File: config.mk
export PLATFORM = sky130hd
export DESIGN_NAME = shift_sequencer
export DESIGN_NICKNAME = d
export VERILOG_FILES = /design/src/rtl/shift_pkg.sv /design/src/rtl/single_bit_shift_stage.sv /design/src/rtl/shift_sequencer.sv
export SDC_FILE = /design/constraint.sdc
export NUM_CORES = 1
export LEC_CHECK = 0
export BUFFER_PORTS_ARGS = -buffer_cell sky130_fd_sc_hd__buf_4
export CAP_MARGIN = 20
export CORE_MARGIN = 2
export CORE_UTILIZATION = 52
export CTS_CLUSTER_SIZE = 10
export DETAILED_ROUTE_END_ITERATION = 16
export PLACE_DENSITY = 0.8
export SETUP_SLACK_MARGIN = 0.1
export SKIP_CTS_REPAIR_TIMING = 1
export SYNTH_ARGS = -nofsm -noshare
export SYNTH_HDL_FRONTEND = slang
export SYNTH_HIERARCHICAL = 1
export SYNTH_SLANG_ARGS = --single-unit
File: constraint.sdc
create_clock -name clock -period 2.6 [get_ports clock]
set_clock_uncertainty 0.2 [all_clocks]
set_input_delay 0.13 -clock clock [delete_from_list [all_inputs] [get_ports clock]]
set_output_delay 0.13 -clock clock [all_outputs]
set_load 0.005 [all_outputs]
File: src/rtl/shift_pkg.sv
// Shared encodings for the iterative shift sequencer: operation codes, FSM states
// and the default word geometry used by the SHA-256 round datapath.
package shift_pkg;

    localparam int DEFAULT_WIDTH = 32;
    localparam int DEFAULT_AMT_W = 5;

    localparam logic [1:0] SHIFT_OP_SHL  = 2'b00;
    localparam logic [1:0] SHIFT_OP_SHR  = 2'b01;
    localparam logic [1:0] SHIFT_OP_ROTR = 2'b10;
    localparam logic [1:0] SHIFT_OP_ROTL = 2'b11;

    typedef enum logic [1:0] {
        SEQ_IDLE  = 2'b00,
        SEQ_SHIFT = 2'b01,
        SEQ_DONE  = 2'b10
    } seqState_e;

endpackage

File: src/rtl/single_bit_shift_stage.sv
// Combinational one-position shift/rotate of a data word; the sequencer applies it
// once per clock to build up the requested amount.
module single_bit_shift_stage
    import shift_pkg::*;
#(
    parameter int WIDTH = DEFAULT_WIDTH
) (
    input  logic [WIDTH-1:0] d,
    input  logic [1:0]       op,
    output logic [WIDTH-1:0] q
);

    always_comb begin
        // NOTE: assign a default before the case so no path leaves q unassigned and infers a latch.
        q = d;
        case (op)
            SHIFT_OP_SHL:  q = {d[WIDTH-2:0], 1'b0};
            SHIFT_OP_SHR:  q = {1'b0, d[WIDTH-1:1]};
            SHIFT_OP_ROTR: q = {d[0], d[WIDTH-1:1]};
            SHIFT_OP_ROTL: q = {d[WIDTH-2:0], d[WIDTH-1]};
            default:       q = d;
        endcase
    end

endmodule

File: src/rtl/shift_sequencer.sv
// Iterative shift/rotate engine: accepts a word over valid/ready, shifts it one bit per
// clock through a single-bit stage, and presents the result until the consumer takes it.
module shift_sequencer
    import shift_pkg::*;
#(
    parameter int WIDTH = DEFAULT_WIDTH,
    parameter int AMT_W = DEFAULT_AMT_W
) (
    input  logic             clock,
    input  logic             resetn,
    input  logic             flush,
    input  logic             in_valid,
    output logic             in_ready,
    input  logic [1:0]       in_op,
    input  logic [AMT_W-1:0] in_amt,
    input  logic [WIDTH-1:0] in_data,
    output logic             out_valid,
    input  logic             out_ready,
    output logic [WIDTH-1:0] out_data,
    output logic             busy
);

    seqState_e        state;
    logic [WIDTH-1:0] dataQ;
    logic [AMT_W-1:0] countQ;
    logic [1:0]       opQ;
    logic [WIDTH-1:0] stepped;
    logic             acceptReq;

    single_bit_shift_stage #(.WIDTH(WIDTH)) uStage (
        .d  (dataQ),
        .op (opQ),
        .q  (stepped)
    );

    // A finished result may be replaced by the next request on the edge it is consumed.
    assign in_ready  = ((state == SEQ_IDLE) || ((state == SEQ_DONE) && out_ready)) && !flush;
    assign acceptReq = in_valid && in_ready;

    assign out_valid = (state == SEQ_DONE);
    assign busy      = (state != SEQ_IDLE);
    assign out_data  = dataQ;

    // NOTE: sequential state uses non-blocking assignments so every register samples pre-edge values.
    always_ff @(posedge clock or negedge resetn) begin
        if (!resetn) begin
            state  <= SEQ_IDLE;
            dataQ  <= '0;
            countQ <= '0;
            opQ    <= SHIFT_OP_SHL;
        end else if (flush) begin
            state  <= SEQ_IDLE;
            countQ <= '0;
        end else if (acceptReq) begin
            dataQ  <= in_data;
            opQ    <= in_op;
            countQ <= in_amt;
            // Zero-amount requests still pass through SHIFT once (without stepping),
            // so every result appears at least one edge after acceptance.
            state  <= SEQ_SHIFT;
        end else begin
            case (state)
                SEQ_SHIFT: begin
                    if (countQ != '0) begin
                        dataQ  <= stepped;
                        countQ <= countQ - AMT_W'(1);
                    end
                    if (countQ <= AMT_W'(1)) begin
                        state <= SEQ_DONE;
                    end
                end
                SEQ_DONE: begin
                    if (out_ready) begin
                        state <= SEQ_IDLE;
                    end
                end
                default: begin
                    state <= SEQ_IDLE;
                end
            endcase
        end
    end

endmodule
# Word-level counts from Yosys, hierarchy flattened

Cells that the tools add are included.
W data, S select, Z words.

Add/subtract/negate cells: 1
Magnitude comparators: 1
Equal/unequal tests: 7
Muxes and demuxes: 13
Bitwise operators: 1
Reductions and logical operators: 17

Operators with widths:

| kind                  | number |
|---|---|
| $pmux W32 S4          | 1 |
| $mux W32              | 3 |
| $mux W5               | 4 |
| $mux W2               | 4 |
| $eq A2 B2 Y1 const B  | 3 |
| $reduce_and A2 Y1     | 3 |
| $reduce_bool A2 Y1    | 3 |
| $reduce_bool A3 Y1    | 2 |
| $le A5 B1 Y1 const B  | 1 |
| $reduce_bool A5 Y1    | 1 |
| $sub A5 B1 Y5 const B | 1 |
| $eq A2 B1 Y1 const B  | 2 |
| $logic_not A2 Y1      | 2 |
| $ne A4 B2 Y1 const B  | 1 |
| $ne A4 B4 Y1 const B  | 1 |
| $pmux W2 S2           | 1 |
| $logic_and A1 B1 Y1   | 3 |
| $reduce_and A3 Y1     | 1 |
| $logic_not A1 Y1      | 1 |
| $logic_or A1 B1 Y1    | 1 |
| $not A1 Y1            | 1 |

Bits in registers: 41
Input bits: 44
Output and inout port bits: 35
Word-level logic and storage cells: 44

# Depth between registers and ports, before layout

Word-level depth: 7
Gate-level depth with buffers: 6
Depth with buffers taken out: 5

# By module

Netlist, hierarchy kept.

Modules (own cells, without submodules):

| module                 | times used | cells each | area each (µm²) | seq. area each (µm²) |
|---|---|---|---|---|
| shift_sequencer        | 1          | 168        | 2045.7          | 1026.0 |
| single_bit_shift_stage | 1          | 41         | 549.3           | 0.0 |

# Worst setup path after synthesis

Ideal clock, no wire load.

Kind: flip-flop to flip-flop
From: register opQ[1]
To: register dataQ[1], in the netlist out_data[1]
Library setup time: 0.123 ns
Data arrival time: 1.692 ns
Required time: 2.277 ns
Path slack: 0.586 ns
Stages on the path, launching flop included: 7
Buffers on the path: 2
Period minus slack after synthesis: 2.014 ns
Cells stage by stage: dfrtp_1 buf_2 xnor2_2 buf_6 mux2_4 or3_1 o221a_2

Longest elaborated chain between the ends: 5
Elaborated cells between the ends (all ways): 8
Those cells by class: eq/ne: 3; mux: 4; reduce/logical: 1

RTL lines:

| element                                    | RTL line                     | source |
|---|---|---|
| start: declaration                         | shift_sequencer.sv:26        | `logic [1:0] opQ;` |
| start signal: assignment                   | shift_sequencer.sv:56        | `opQ <= in_op;` |
| $eq A2 B2 Y1, or another cell as far along | single_bit_shift_stage.sv:16 | `case (op)` |
| $pmux W32 S4 (*)                           | single_bit_shift_stage.sv:16 |  |
| named net stepped[1]                       | shift_sequencer.sv:27        | `logic [WIDTH-1:0] stepped;` |
| $mux W32 (*)                               | shift_sequencer.sv:64        | `if (countQ != '0) begin` |
| $mux W32 (*)                               | shift_sequencer.sv:62        | `case (state)` |
| $mux W32 (*)                               | shift_sequencer.sv:54        | `end else if (acceptReq) begin` |
| end signal: assignment                     | shift_sequencer.sv:55        | `dataQ <= in_data;` |
| end signal: assignment                     | shift_sequencer.sv:65        | `dataQ <= stepped;` |
| end: declaration                           | shift_sequencer.sv:24        | `logic [WIDTH-1:0] dataQ;` |

Mark *: on every way through the listed nets, which the timed path passes. The rest lies on a longest branch. The select of a mux whose other input is x is not followed.
A chain may end at the register's enable or synchronous reset.

# Worst setup path in the final report

From: input port flush
To: register dataQ[22], in the netlist out_data[22]

Longest elaborated chain between the ends: 5
Elaborated cells between the ends (all ways): 8
Those cells by class: mux: 1; bitwise: 1; reduce/logical: 6

RTL lines:

| element                      | RTL line              | source |
|---|---|---|
| start: declaration           | shift_sequencer.sv:11 | `input logic flush,` |
| $logic_not A1 Y1             | shift_sequencer.sv:37 | `assign in_ready = ((state == SEQ_IDLE) \|\| ((state == SEQ_DONE) && out_ready)) && !flush;` |
| $logic_and A1 B1 Y1          | shift_sequencer.sv:37 |  |
| $logic_and A1 B1 Y1          | shift_sequencer.sv:38 | `assign acceptReq = in_valid && in_ready;` |
| $reduce_bool A2 Y1 (no line) | -                     |  |
| $reduce_and A3 Y1 (no line)  | -                     |  |

Several ways; a longest one is shown, not always the timed one.

==> impl_results.md <==
* Routed len/inst at 18.1 um
* Final antenna-violating net count at 0
* Leakage power at 1.63 nW
* Slew margin rel. at 0.455
* Final wirelength at 7060 um
* N_diodes at 0
* Initial antenna violation count at 0
* I/O pin cnt at 79
* Origin of the critical flop-to-flop path: state[0]
* Status: finished with violations
* Largest net degree at the start of global routing at 42
* VDD IR-drop max at 499 uV
* WP data required at 2630 ps
* Netlist Area Pre-Place at 2590 um^2
* Layout cell share with drive strength beyond 1 at 0.494
* Worst setup margin at 332 ps
* Endpoints failing setup at 0
* Cell taking the most area after synthesis: dfrtp_1
* PortBufs at 78
* CTS H-Tree Depth at 2
* Die area at 5570 um^2
* Routed wl met2 at 3530 um
* R2R Setup Slk at 360 ps
* Worst setup path end: out_data[22]
* Power density cells at 892 nW/um^2
* Sequential area share after synthesis at 0.395
* First-pass GRT wire length at 10200 um
* Slew Limit Fails at 0
* Min-Delay Path Class: in2reg
* NetSw at 1.08 mW
* P&R area growth vs syn at 43.3%
* Clock Tree Root: clkbuf_8
* Switch share at 0.327
* Most frequent cells in the layout: buf_4 (84), dfrtp_1 (41), dlygate4sd3_1 (40)
* Avg Synthesized Cell Area at 12.4 um^2
* Horiz. Die Dim at 74.6 um
* Met3 wire length at 278 um
* Layout Cells excl Fill at 389
* Synthesized instance count at 209
* Area contributors post-synth: dfrtp_1 (40%), mux2_4 (19%), o221a_2 (13%), or3_1 (8.4%), buf_6 (3.5%)
* Congestion Overflow GR at 0
* Nets at 368
* Design area at 3720 um^2
* Max-cap violation count at 0
* Worst-Skew Late Latency at 290 ps
* FF+latch count, synth at 41
* Max FO, Critical Path at 21
* Met1 wire length at 3150 um
* Placed Cells at 342
* Final Critical Period at 2270 ps
* Clk pin slew, worst setup/hold paths at 80 ps
* Starting Density at 0.546
* Commonest non-fill, non-tap cell in the layout: buf_4
* Num rows at 25
* Least-Margin Pin Slew at 818 ps
* Peak Freq at 441 MHz
* CTS Buf Count at 5
* Worst slack, placed at 402 ps
* Crit path DAT at 2300 ps
* Worst reg2reg path depth at 4
* Setup TNS at 0 ps
* Vias in the first global route at 2050
* Final GP Congestion at 0.849
* HPWL after DPL at 4380 um
* Drt drc at 0
* Sequential share of power at 0.347
* Clock share of power at 0.150
* Height of the die at 74.6 um
* Hold_ws at -29.3 ps
* Comb pwr share at 0.503
* Synthesis Warnings at 6
* Via density at 5.81
* Final hold viol count at 1
* Max Used Layer: met4
* Final worst-path cycle share at 0.872
* Via count at 2260
* Drt initial violations at 177
* Placed cell area at 3210 um^2
* Crit end category: register
* WS Path Type: in2reg
* Total iterations of the first detailed-routing run at 4
* Failing checks: hold timing
* Core area at 4750 um^2
* CTS tree: yes
* Clock buffer depth at 2
* Internal power at 2.23 mW
* GRT Overall Usage at 0.245
* RSZ-0062 raised after global routing: no
* Syn_nets at 255
* Worst reg2reg path endpoint: out_data[22]
* Sink Count at 41
* CP startpoint: flush
* Post-synthesis cell type count at 32
* Yosys top cell area share at 0.395
* Critical Path Start Type: input port
==> through the flow <==
stage / utilization / total power [mW]
after floorplan: - / 2.18
after global placement: 0.676 / 2.70
after detailed placement: 0.676 / 2.75
final: 0.782 / 3.32
after CTS: 0.698 / 3.25
after global routing: 0.782 / 3.50
==> worst min-delay path by stage <==
stage / startpoint / endpoint / slack (ps) / cells past startpoint
5_1_grt: in_amt[1] / countQ[1] / 20 / 3
2_1_floorplan: resetn / countQ[0] / -370 / 0
3_5_place_dp: resetn / out_data[10] / -60 / 1
6_report: in_amt[1] / countQ[1] / -30 / 3
4_1_cts: resetn / out_data[10] / -380 / 1
3_3_place_gp: resetn / out_data[10] / -60 / 1
==> logic make-up (layout without fill, tap and decap cells) <==
kind of cell | Yosys count | count (layout) | synth area share
AOI/OAI and AO/OA | 52 | 52 | 0.196
muxes | 36 | 36 | 0.203
xor gates and xnor gates | 1 | 1 | 0.00627
adders and majority gates | 2 | 2 | 0.00964
DFF | 41 | 41 | 0.395
buffers and inverters | 25 | 138 | 0.0617
and+or+nand+nor | 52 | 52 | 0.129
==> routing by layer <==
metal	global-route usage	up-vias
met5	0	-
met4	0.0794	0
met1	0.342	1138
met2	0.386	67
met3	0.0469	7
li1	-	1048
==> Yosys cell counts <==
| cell type | instances |
|---|---|
| buf_2 | 5 |
| or4_1 | 1 |
| o2111ai_1 | 1 |
| o221a_2 | 29 |
| nor2b_1 | 3 |
| inv_1 | 6 |
| or3_1 | 35 |
| buf_6 | 8 |
| o211ai_1 | 1 |
| mux2i_1 | 3 |
| a311oi_1 | 1 |
| xnor2_2 | 1 |
| o21a_1 | 1 |
| or3b_1 | 1 |
| ha_1 | 2 |
| o32ai_2 | 1 |
| or2_2 | 1 |
| a21oi_1 | 1 |
| or2_4 | 1 |
| clkbuf_1 | 6 |
| a31oi_1 | 4 |
| nor4b_4 | 1 |
| nor3_1 | 1 |
| nand2b_1 | 2 |
| nand3_1 | 1 |
| o41ai_1 | 5 |
| o21ai_0 | 5 |
| nand2_1 | 1 |
| dfrtp_1 | 41 |
| mux2_4 | 33 |
| o221a_1 | 3 |
| nor2_1 | 4 |
==> power by group through the flow <==
stage | combinational [mW] | sequential (mW) | clock (mW)
finish | 1.67 | 1.15 | 0.499
global route | 1.77 | 1.19 | 0.536
CTS | 1.61 | 1.14 | 0.504
detailed placement | 1.60 | 1.15 | 0
global placement | 1.56 | 1.14 | 0
floorplan | 1.11 | 1.07 | 0
==> final cells by class <==
type	instances	area (um^2)
clock buffers	5	68.8
multi-input cells	143	1430
clock inverters	2	35.0
well taps	67	83.8
inverters	6	22.5
flip-flops and latches	41	1030
fillers	301	1040
repair buffers	125	1050
==> state kept, by name, summed over array words and instances (netlist names) <==
signal	count
countQ	5
opQ	2
out_data	32
state	2
==> critical path, cell delays in order <==
cell and delay [ps]:
dlygate4sd3_1 540, buf_4 150, or2_4 260, o32ai_4 680, buf_4 320, o221a_2 210
(Power assumes the default switching activity.)
